## src/rtl/vga_h_timing_counter.sv

```systemverilog
// ---------------------------------------------------------------------------
// vga_h_timing_counter
//
// Free-running horizontal pixel counter for the SVGA 800x600@60 Hz timing
// chain. It runs on the 40 MHz pixel clock and counts 0..H_TOTAL-1, which is
// one scan line. It also decodes the line-level flags that drive the vertical
// counter and the pixel pipeline.
//
// Ports
//   clk     in   1      pixel clock; all logic on the rising edge
//   rst     in   1      synchronous, active-high reset (count -> 0)
//   count   out  CNT_W  current horizontal position, 0..H_TOTAL-1
//   eol     out  1      high while count == H_TOTAL-1
//   active  out  1      high while count < H_ACTIVE
//   hsync   out  1      SYNC_POL inside the sync pulse, ~SYNC_POL elsewhere
//
// Parameters
//   CNT_W must satisfy 2**CNT_W >= H_TOTAL.
// ---------------------------------------------------------------------------
`timescale 1ns/1ps

module vga_h_timing_counter #(
   parameter int CNT_W    = 11,
   parameter int H_ACTIVE = 800,
   parameter int H_FP     = 40,
   parameter int H_SYNC   = 128,
   parameter int H_BP     = 88,
   parameter bit SYNC_POL = 1'b1
) (
   input  logic             clk,
   input  logic             rst,
   output logic [CNT_W-1:0] count,
   output logic             eol,
   output logic             active,
   output logic             hsync
);

   localparam int H_TOTAL = H_ACTIVE + H_FP + H_SYNC + H_BP;

   // Decode boundaries, pre-sized to the counter width so every compare
   // below is between equal-width operands.
   localparam logic [CNT_W-1:0] LAST_POS   = CNT_W'(H_TOTAL - 1);
   localparam logic [CNT_W-1:0] ACTIVE_END = CNT_W'(H_ACTIVE);
   localparam logic [CNT_W-1:0] SYNC_START = CNT_W'(H_ACTIVE + H_FP);
   localparam logic [CNT_W-1:0] SYNC_END   = CNT_W'(H_ACTIVE + H_FP + H_SYNC);

   // The declaration value is the power-up contents of the flop, so count
   // reads 0 (never X) before the first clock edge or reset.
   logic [CNT_W-1:0] count_reg = '0;
   logic [CNT_W-1:0] count_next;

   // Wrap on the last position of the line; any out-of-range value (which
   // can only arise from an upset) is treated the same way, so the counter
   // always recovers to 0 on the next edge.
   always_comb begin
      count_next = count_reg + 1'b1;
      if (count_reg >= LAST_POS) begin
         count_next = '0;
      end
   end

   always_ff @(posedge clk) begin
      if (rst) begin
         count_reg <= '0;
      end else begin
         count_reg <= count_next;
      end
   end

   // Flags are decoded straight from the registered count, so they carry no
   // extra latency. Each is a compare against a constant fed only by
   // count_reg, so it changes once per clock right after the edge.
   logic in_sync;

   always_comb begin
      in_sync = (count_reg >= SYNC_START) && (count_reg < SYNC_END);
      eol     = (count_reg == LAST_POS);
      active  = (count_reg < ACTIVE_END);
      hsync   = in_sync ? SYNC_POL : ~SYNC_POL;
   end

   assign count = count_reg;

endmodule

```

## config.mk

```make
export PLATFORM = sky130hd
export DESIGN_NAME = vga_h_timing_counter
export DESIGN_NICKNAME = d
export VERILOG_FILES = /design/src/rtl/vga_h_timing_counter.sv
export SDC_FILE = /design/constraint.sdc
export NUM_CORES = 1
export LEC_CHECK = 0
export ABC_CLOCK_PERIOD_IN_PS = 2000
export BUFFER_PORTS_ARGS = -buffer_cell sky130_fd_sc_hd__buf_2
export CAP_MARGIN = 25
export CORE_AREA = 2 2 39 41
export CTS_CLUSTER_DIAMETER = 50
export DETAILED_ROUTE_END_ITERATION = 8
export DIE_AREA = 0 0 41 43
export HOLD_SLACK_MARGIN = 0.02
export PLACE_DENSITY = 0.75
export SYNTH_ARGS = -nofsm -noshare
export SYNTH_HDL_FRONTEND = slang
export SYNTH_SLANG_ARGS = --single-unit
export TNS_END_PERCENT = 50
```

## constraint.sdc

```tcl
create_clock -name clk -period 2 [get_ports clk]
set_input_delay 0.4 -clock clk [delete_from_list [all_inputs] [get_ports clk]]
set_output_delay 0.4 -clock clk [all_outputs]
set_load 0.02 [all_outputs]
```

==> After elaboration in Yosys (flattened, before gate mapping) <==
Cells that the tools add are included.
{ "classes": {"reduce_logical": 2, "n_eq_ne": 1, "div": 0, "bitwise_logic": 0, "n_shift": 0, "n_mux": 1, "order_cmp": 4, "multipliers": 0, "addsub": 1} }
{ "op_table": {"columns": ["operator", "count"], "rows": [
  ["$lt 11x10->1 const B", 2],
  ["$add 11x1->11 const B", 1],
  ["$eq 11x11->1 const B", 1],
  ["$ge 11x10->1 const B", 1],
  ["$ge 11x11->1 const B", 1],
  ["$reduce_or 2->1", 1],
  ["$logic_and 1x1->1", 1],
  ["$mux 1", 1]
]} }
{ "word_totals": {"ramBits": 0, "mem_bits_ro": 0, "output_inout_bits": 14, "mem_count": 0, "regBits": 11, "latch_bits": 0} }

==> Depth between registers and ports, before layout <==
Gate-level depths: netlist (run 1).
{ "logic_depth": {"depth_word": 3, "mapped_depth": 5, "depth_no_buf": 4} }

==> Worst setup path before layout (run 1) <==
No wires, ideal clock.
{ "synth_timing": {"path_type": "register -> output", "from": "reg count_reg[0] (netlist: count[0])", "to": "out eol", "t_arrival_ps": 1457, "path_stages_with_launch": 4, "slack_ps": 143, "path_cell_list": "dfxtp_1 > ha_1 > nand4_1 > nor3_1"} }
{ "synth_via": {"elab_chain_len": 1} }
{ "synth_rtl": {"columns": ["item", "line", "text"], "rows": [
  ["start: declaration", "49", "logic [CNT_W-1:0] count_reg = '0;"],
  ["start signal: assignment", "66", "count_reg <= count_next;"],
  ["$eq 11x11->1", "77", "eol = (count_reg == LAST_POS);"],
  ["end: declaration", "33", "output logic eol,"]
]} }
No other way between the ends.

==> Worst setup path in the final report (run 1) <==
{ "layout_timing": {"from": "reg count_reg[5] (netlist: count[5])", "to": "out hsync"} }
{ "layout_via": {"elab_chain_len": 3, "word_cells_on_any_way": 4} }
{ "layout_rtl": {"columns": ["item", "line", "text"], "rows": [
  ["$ge 11x10->1 / $lt 11x10->1 (equally long branches)", "76", "in_sync = (count_reg >= SYNC_START) && (count_reg < SYNC_END);"],
  ["$logic_and 1x1->1 *", "76", null],
  ["$mux 1 *", "79", "hsync = in_sync ? SYNC_POL : ~SYNC_POL;"],
  ["end: declaration", "35", "output logic hsync"]
]} }
Every way passes the cells marked *; elsewhere a longest branch is shown, timed or not.

==> impl_metrics.env, run 1 <==
export IMPL_status="complete, no violations"
export IMPL_die_area_mm2=0.00176
export IMPL_fill_cells=138
export IMPL_multi_input_area_um2=342
export IMPL_hp_class="primary input to flip-flop"
export IMPL_diodes=0
export IMPL_critPathMaxFanout=9
export IMPL_final_setup_worst_slack_ps=114
export IMPL_clk_pin_slew_ps=70
export IMPL_synth_cell_area_um2=586
export IMPL_layout_nets=89
export IMPL_grt_usage=0.190
export IMPL_path_delay_family="flip-flops"
export IMPL_critical_path_max_stage_delay_ps=390
export IMPL_grt_pass1_wl_um=2210
export IMPL_first_global_vias=517
export IMPL_final_cell_mix="buf_2 (15), dfxtp_1 (9), a211oi_1 (6)"
export IMPL_clock_sinks=11
export IMPL_cp_num_buf_inv=1
export IMPL_ir_drop_mv=0.279
export IMPL_wirelength_um=1330
export IMPL_fp_row_count=14
export IMPL_antenna_found_initial=0
export IMPL_largest_reg_flops=11
export IMPL_endpoint_kind="primary output"
export IMPL_rsz0062_at_grt="false"
export IMPL_maxSlewViolCount=0
export IMPL_place_area_um2=676
export IMPL_wl_per_cell_um=13.3
export IMPL_fin_setup_tns_ps=0
export IMPL_tritoncts="built"
export IMPL_synth_cell_types=25
export IMPL_cts_inserted_buffers=3
export IMPL_drc=0
export IMPL_critPathRequiredTime_ps=1600
export IMPL_synthCells=65
export IMPL_fin_crit_ps=1890
export IMPL_skew_ps=4.91
export IMPL_synth_nets=69
export IMPL_core_mm2=0.00138
export IMPL_period_share=0.943
export IMPL_io_pins=16
export IMPL_worstSkewPairLatency_ps=270
export IMPL_gp_congestion=0.733
export IMPL_hpwl_um=934
export IMPL_first_pass_iters=4
export IMPL_worstMarginPinSlew_ps=921
export IMPL_layout_commonest_cell="buf_2"
export IMPL_clockRootBuffer="clkbuf_4"
export IMPL_initial_core_util=0.423
export IMPL_p_total_mw=0.418
export IMPL_detail_route_vias_per_cell=5.49
export IMPL_clockBufferDepth=2
export IMPL_overflow=0
export IMPL_yosysWarnings=0
export IMPL_drtIter0Drc=12
export IMPL_die_h_um=43
export IMPL_leakagePower_nw=0.270
export IMPL_arrival_ps=1490
export IMPL_layout_drive_gt1_share=0.345
export IMPL_place_ws_ps=134
export IMPL_setup_viol=0
export IMPL_stdcell_area_um2=727
export IMPL_ant_nets=0
export IMPL_num_vias=549
export IMPL_reg2reg_slack_ps=220
export IMPL_grt_max_degree=12
export IMPL_avgSynthCellArea_um2=9.01
export IMPL_critical_path_class="flip-flop to primary output"
export IMPL_finalHoldViolCount=0
export IMPL_slew_limit_headroom=0.383
export IMPL_fin_hold_ws_ps=447
export IMPL_crit_chain="o31ai_1 -> xor2_1 -> nor3_1 -> buf_2"
export IMPL_synth_async_reset_ratio=0
export IMPL_max_freq_ghz=0.530
export IMPL_synth_flop_cell="dfxtp_1"
export IMPL_cts_hold_buffers=0
export IMPL_ys_seq_area_frac=0.376
export IMPL_synth_edf_count=0
export IMPL_area_delta_synth_final_pct=24.1
export IMPL_cap_violations=0
export IMPL_htree_levels=1
export IMPL_cp_start_kind="flip-flop"
export IMPL_cp_slowest_cell="dfxtp_1"
export IMPL_dieWidth_um=41
export IMPL_ys_ff_latch=11
export IMPL_power_density_mw_per_mm2=575
export IMPL_port_buffers=15
export IMPL_seq_area_um2=223
## timing repair
| action | 4_1_cts | 5_1_grt |
|---|---|---|
| buffers inserted | 0 | 2 |
| endpoints found under the setup margin | 0 | 7 |
| resized for setup | 0 | 4 |
## layer usage
layer,global-route usage,vias up,part of all wire
met2,0.256,17,0.46
met3,0.0471,4,0.047
li1,-,287,-
met5,0,-,0
met4,0.160,0,0.035
met1,0.238,241,0.45
## stage by stage
stage                     std cells  utilization
final                           100        0.525
after global routing            100        0.525
after CTS                        98        0.507
after detailed placement         94        0.488
after global placement           94        0.488
after floorplan                  65            -
## cell families after synthesis
logic type                 Yosys count  share of synthesized area
AOI/OAI and AO/OA                   21                      0.286
and+or+nand+nor                     19                      0.182
DFF                                 11                      0.376
buffers and inverters                8                     0.0534
xor gates and xnor gates             4                     0.0598
adders and majority gates            2                     0.0427
## power by group
group | switching (mW) | internal (mW)
Combinational | 0.0193 | 0.0115
Clock | 0.0761 | 0.0773
Sequential | 0.00884 | 0.225
## worst paths after layout
path	start	endpoint	cells past startpoint
max	count[5]	hsync	4
min	rst	count[9]	2
max reg2reg	count[2]	count[8]	3
min reg2reg	count[0]	count[0]	1
## synth_stat cells, types with 2 or more instances
library cell   n  area, µm²
a221oi_2       2       30.0
o21ai_0        3       15.0
nand4_1        2       12.5
ha_1           2       25.0
nand2_1        4       15.0
xor2_1         3       26.3
dfxtp_1       11        220
or4_1          2       15.0
o31ai_1        3       22.5
nor3_1         3       15.0
clkbuf_1       2       7.51
a211oi_1       6       45.0
inv_1          5       18.8
a221oi_1       3       26.3
or3_1          2       12.5
nand3_1        3       15.0
## worst register-to-register path, cell delays in order, from the launching register on
cell and delay [ps]:
dfxtp_1 450, nand3_2 170, o211ai_1 790, a221oi_1 220
## cell type report
type | instances | area share
multi-input cells | 46 | 0.470
flip-flops and latches | 11 | 0.306
repair buffers | 18 | 0.134
clock buffers | 4 | 0.0361
well taps | 16 | 0.0275
inverters | 5 | 0.0258
Note: power is estimated with default switching activity, not from simulation.
==> run 2, diff against run 1 <==
--- a/constraint.sdc
+++ b/constraint.sdc
@@ -3,2 +3,2 @@
 set_output_delay 0.4 -clock clk [all_outputs]
-set_load 0.02 [all_outputs]
+set_load 0.05 [all_outputs]
==> run 2 against run 1 <==
Clock skew barely moved. Sequential power about the same. Critical path type unchanged. Largest cell class unchanged. Critical path depth is the same. Clock power barely moved. Hold slack gained 12 ps. Non-clock buffer count up 2.
==> impl_metrics.env, run 2 (synthesis gave the netlist of run 1 again) <==
export IMPL_detail_route_vias_per_cell=5.73
export IMPL_worstSkewPairLatency_ps=260
export IMPL_largest_reg_flops=11
export IMPL_wl_per_cell_um=13.2
export IMPL_htree_levels=1
export IMPL_p_int_mw=0.315
export IMPL_tritoncts="built"
export IMPL_num_vias=584
export IMPL_cts_inserted_buffers=3
export IMPL_hp_start="rst"
export IMPL_seq_area_um2=221
export IMPL_path_delay_family="simple AND/OR/NAND/NOR gates"
export IMPL_finalHoldViolCount=0
export IMPL_min_to="count[9]"
export IMPL_cts_hold_buffers=0
export IMPL_rr_worst_depth=5
export IMPL_core_mm2=0.00138
export IMPL_arrival_ps=1500
export IMPL_switching_power_mw=0.116
export IMPL_grt_pass1_wl_um=2020
export IMPL_rsz0062_at_grt="false"
export IMPL_endpoint_kind="primary output"
export IMPL_status="complete, no violations"
export IMPL_fill_cells=122
export IMPL_multi_input_area_um2=369
export IMPL_max_freq_ghz=0.527
export IMPL_period_share=0.949
export IMPL_ant_nets=0
export IMPL_setup_viol=0
export IMPL_layout_nets=91
export IMPL_die_h_um=43
export IMPL_worstMarginPinSlew_ps=490
export IMPL_reg2reg_from="count[1]"
export IMPL_cp_slowest_cell="dfxtp_2"
export IMPL_switching_share=0.269
export IMPL_stdcell_count=102
export IMPL_cp_start_kind="flip-flop"
export IMPL_grt_max_degree=12
export IMPL_area_delta_synth_final_pct=32.1
export IMPL_io_pins=16
export IMPL_first_global_vias=467
export IMPL_critPathRequiredTime_ps=1600
export IMPL_critPathMaxFanout=6
export IMPL_initial_core_util=0.423
export IMPL_reg2reg_slack_ps=290
export IMPL_layout_commonest_cell="buf_2"
export IMPL_drc=0
export IMPL_port_buffers=15
export IMPL_crit_chain="ha_2 -> nand4_1 -> nor3_4 -> buf_4"
export IMPL_final_cell_mix="buf_2 (13), dfxtp_1 (10), buf_4 (7)"
export IMPL_critical_path_max_stage_delay_ps=370
export IMPL_drtIter0Drc=12
export IMPL_sequentialPowerShare=0.539
export IMPL_dieWidth_um=41
export IMPL_power_density_mw_per_mm2=556
export IMPL_comb_power_share=0.109
export IMPL_clockBufferDepth=2
export IMPL_fin_hold_ws_ps=459
export IMPL_grt_usage=0.164
export IMPL_place_inst=96
export IMPL_clk_pin_slew_ps=80
export IMPL_layout_drive_gt1_share=0.384
export IMPL_fin_crit_ps=1900
export IMPL_diodes=0
export IMPL_hp_class="primary input to flip-flop"
export IMPL_fp_row_count=14
export IMPL_slew_limit_headroom=0.672
export IMPL_critical_path_class="flip-flop to primary output"
export IMPL_leakagePower_nw=0.274
export IMPL_wirelength_um=1350
export IMPL_cap_violations=0
export IMPL_skew_ps=4.73
export IMPL_clkPwrFrac=0.352
export IMPL_clock_sinks=11
export IMPL_r2r_end="count[6]"
export IMPL_clockRootBuffer="clkbuf_4"
export IMPL_die_area_mm2=0.00176
export IMPL_gp_congestion=0.731
export IMPL_overflow=0
export IMPL_first_pass_iters=4
export IMPL_min_path_cells=2
export IMPL_cp_num_buf_inv=1
export IMPL_antenna_found_initial=0
export IMPL_hpwl_um=955
export IMPL_place_ws_ps=235
export IMPL_maxSlewViolCount=0
export IMPL_ir_drop_mv=0.279
export IMPL_final_setup_worst_slack_ps=103
run 2: changes by cell type in the layout (fill, tap and decap cells not counted), moves of 2 or more:
cell    before  now
nor3_1       2    0
nor3_4       0    2
buf_4        3    7
buf_2       15   13
run 2: worst max path at each step:
stage / depth (start not counted) / endpoint / from / slack [ps]
after floorplan: 3 / eol / count[0] / -130
after detailed placement: 4 / eol / count[1] / 240
final: 4 / eol / count[1] / 100
after global routing: 4 / eol / count[1] / 7
after CTS: 4 / eol / count[1] / 20
after global placement: 4 / eol / count[1] / 280
run 2: area by class of cell:
type / instances / area share
clock buffer: 4 / 0.0340
sequential: 11 / 0.286
multi-input combinational: 46 / 0.477
tap: 16 / 0.0259
inverter: 5 / 0.0243
timing repair buffer: 20 / 0.152
run 2: power by group through the flow:
| stage | sequential [mW] | combinational [mW] | clock [mW] |
|---|---|---|---|
| floorplan | 0.255 | 0.0155 | 0 |
| global placement | 0.236 | 0.0466 | 0 |
| detailed placement | 0.236 | 0.0469 | 0 |
| CTS | 0.231 | 0.0469 | 0.154 |
| global route | 0.232 | 0.0499 | 0.163 |
| finish | 0.232 | 0.0469 | 0.152 |
run 2: per-layer routing:
metal	wire, µm	up-vias	part of all wire	track usage
met4	14	0	0.010	0.0800
met1	630	274	0.47	0.212
met3	39	2	0.029	0.0157
met2	660	13	0.49	0.259
li1	-	295	-	-
met5	0	-	0	0
run 2: timing repair:
action / CTS / global route
resized for setup: 1 / 6
cloned: 0 / 0
setup buffers: 0 / 2
setup endpoints to repair: 1 / 2
run 2: stage by stage:
step	power [mW]	util	area (µm²)	TNS [ps]
floorplan	0.270	-	608	-130
detailed placement	0.283	0.515	713	0
global route	0.445	0.559	773	0
finish	0.430	0.559	773	0
CTS	0.432	0.536	742	0
global placement	0.282	0.515	713	0
==> run 3, diff against run 2 <==
ABC_CLOCK_PERIOD_IN_PS = 2200   (was 2000)
clock period = 2.2 ns   (was 2 ns; I/O delays follow)
==> run 3 against run 2 <==
Critical path depth unchanged. Clock power decreased by 7%. Critical endpoint unchanged. Sequential share of layout area is 1.9 points higher. Power decreased by 8.6%. Wire length grew 3.9%. Design area down 6.6%. Largest power group unchanged. Largest cell class unchanged. Combinational power decreased by 16%. Setup slack improved by 46 ps. Core utilization down 3.7 points. Die area is the same. Flip-flop and latch count is the same.
==> impl_metrics.env, run 3 (synthesis gave the netlist of run 1 again) <==
export IMPL_largest_reg_flops=11
export IMPL_skew_ps=2.10
export IMPL_layout_commonest_cell="buf_2"
export IMPL_leakagePower_nw=0.266
export IMPL_slew_limit_headroom=0.391
export IMPL_path_delay_family="flip-flops"
export IMPL_grt_pass1_wl_um=2130
export IMPL_cap_violations=0
export IMPL_initial_core_util=0.423
export IMPL_clockBufferDepth=2
export IMPL_maxSlewViolCount=0
export IMPL_period_share=0.933
export IMPL_cp_slowest_cell="dfxtp_1"
export IMPL_antenna_found_initial=0
export IMPL_die_area_mm2=0.00176
export IMPL_hpwl_um=976
export IMPL_final_cell_mix="buf_2 (14), dfxtp_1 (11), a211oi_1 (6)"
export IMPL_drtIter0Drc=10
export IMPL_cts_inserted_buffers=3
export IMPL_wl_per_cell_um=14.1
export IMPL_dieWidth_um=41
export IMPL_cp_num_buf_inv=1
export IMPL_finalHoldViolCount=0
export IMPL_power_density_mw_per_mm2=544
export IMPL_overflow=0
export IMPL_ant_nets=0
export IMPL_crit_chain="ha_1 -> nand4_1 -> nor3_2 -> clkbuf_4"
export IMPL_critical_path_class="flip-flop to primary output"
export IMPL_diodes=0
export IMPL_fin_crit_ps=2050
export IMPL_ir_drop_mv=0.277
export IMPL_detail_route_vias_per_cell=5.85
export IMPL_critPathRequiredTime_ps=1760
export IMPL_place_ws_ps=353
export IMPL_clk_pin_slew_ps=70
export IMPL_cp_start_kind="flip-flop"
export IMPL_critPathMaxFanout=7
export IMPL_status="complete, no violations"
export IMPL_clock_sinks=11
export IMPL_tritoncts="built"
export IMPL_arrival_ps=1610
export IMPL_core_mm2=0.00138
export IMPL_endpoint_kind="primary output"
export IMPL_setup_viol=0
export IMPL_critical_path_max_stage_delay_ps=440
export IMPL_clockRootBuffer="clkbuf_4"
export IMPL_worstSkewPairLatency_ps=270
export IMPL_final_setup_worst_slack_ps=148
export IMPL_grt_max_degree=14
export IMPL_layout_drive_gt1_share=0.313
export IMPL_num_vias=579
export IMPL_final_util=0.522
export IMPL_wirelength_um=1400
export IMPL_area_delta_synth_final_pct=23.3
export IMPL_first_pass_iters=5
export IMPL_fp_row_count=14
export IMPL_grt_usage=0.184
export IMPL_port_buffers=15
export IMPL_rsz0062_at_grt="false"
export IMPL_die_h_um=43
export IMPL_first_global_vias=487
export IMPL_worstMarginPinSlew_ps=909
export IMPL_gp_congestion=0.708
export IMPL_fin_hold_ws_ps=481
export IMPL_drc=0
export IMPL_io_pins=16
export IMPL_hp_class="primary input to flip-flop"
export IMPL_max_freq_ghz=0.487
export IMPL_htree_levels=1
export IMPL_layout_nets=88
==> run 3: worst reg2reg max path, delay by kind of cell, from the launching register on <==
| kind | cells | cell delay [ps] |
|---|---|---|
| AOI/OAI and AO/OA | 3 | 1000 |
| adders and majority gates | 1 | 260 |
| DFF | 1 | 440 |
==> run 3: what timing repair did <==
action | CTS | global route
setup endpoints to repair | 0 | 1
setup buffers | 0 | 1
endpoints found under the hold margin | 0 | 0
hold buffers | 0 | 0
gates resized for setup | 0 | 1
==> run 3: worst paths after layout <==
path | from | to | slack [ps] | cells after the start
setup / recovery | count[0] | eol | 150 | 4
hold / removal | rst | count[7] | 480 | 2
setup reg to reg | count[0] | count[5] | 340 | 4
hold reg to reg | count[9] | count[9] | 550 | 2
==> run 3: where the power goes <==
part | total [mW] | internal (mW) | leakage [nW] | switching (mW)
clock network | 0.142 | 0.0704 | 0.0150 | 0.0718
registers | 0.212 | 0.204 | 0.0892 | 0.00789
logic | 0.0392 | 0.0101 | 0.162 | 0.0291
total | 0.393 | 0.284 | 0.266 | 0.109
==> run 3: per-layer routing <==
| layer | vias up | part of all wire | GRT usage |
|---|---|---|---|
| met5 | - | 0 | 0 |
| met4 | 0 | 0.029 | 0.140 |
| met3 | 5 | 0.031 | 0.0366 |
| met2 | 12 | 0.50 | 0.278 |
| met1 | 277 | 0.44 | 0.212 |
| li1 | 285 | - | - |
==> run 3: through the flow <==
step                      TNS (ps)  std cells  total power [mW]  instance area, µm²
final                            0         99             0.393                 722
after global routing             0         99             0.402                 722
after CTS                        0         98             0.396                 712
after detailed placement         0         94             0.255                 686
after global placement           0         94             0.254                 686
after floorplan               -126         65             0.246                 596
==> run 3: area by class of cell <==
cell class                      count  area, µm²
Timing Repair Buffer               17       92.6
Sequential cell                    11        220
Clock buffer                        4       26.3
Fill cell                         136        662
Tap cell                           16       20.0
Multi-Input combinational cell     46        344
Inverter                            5       18.8
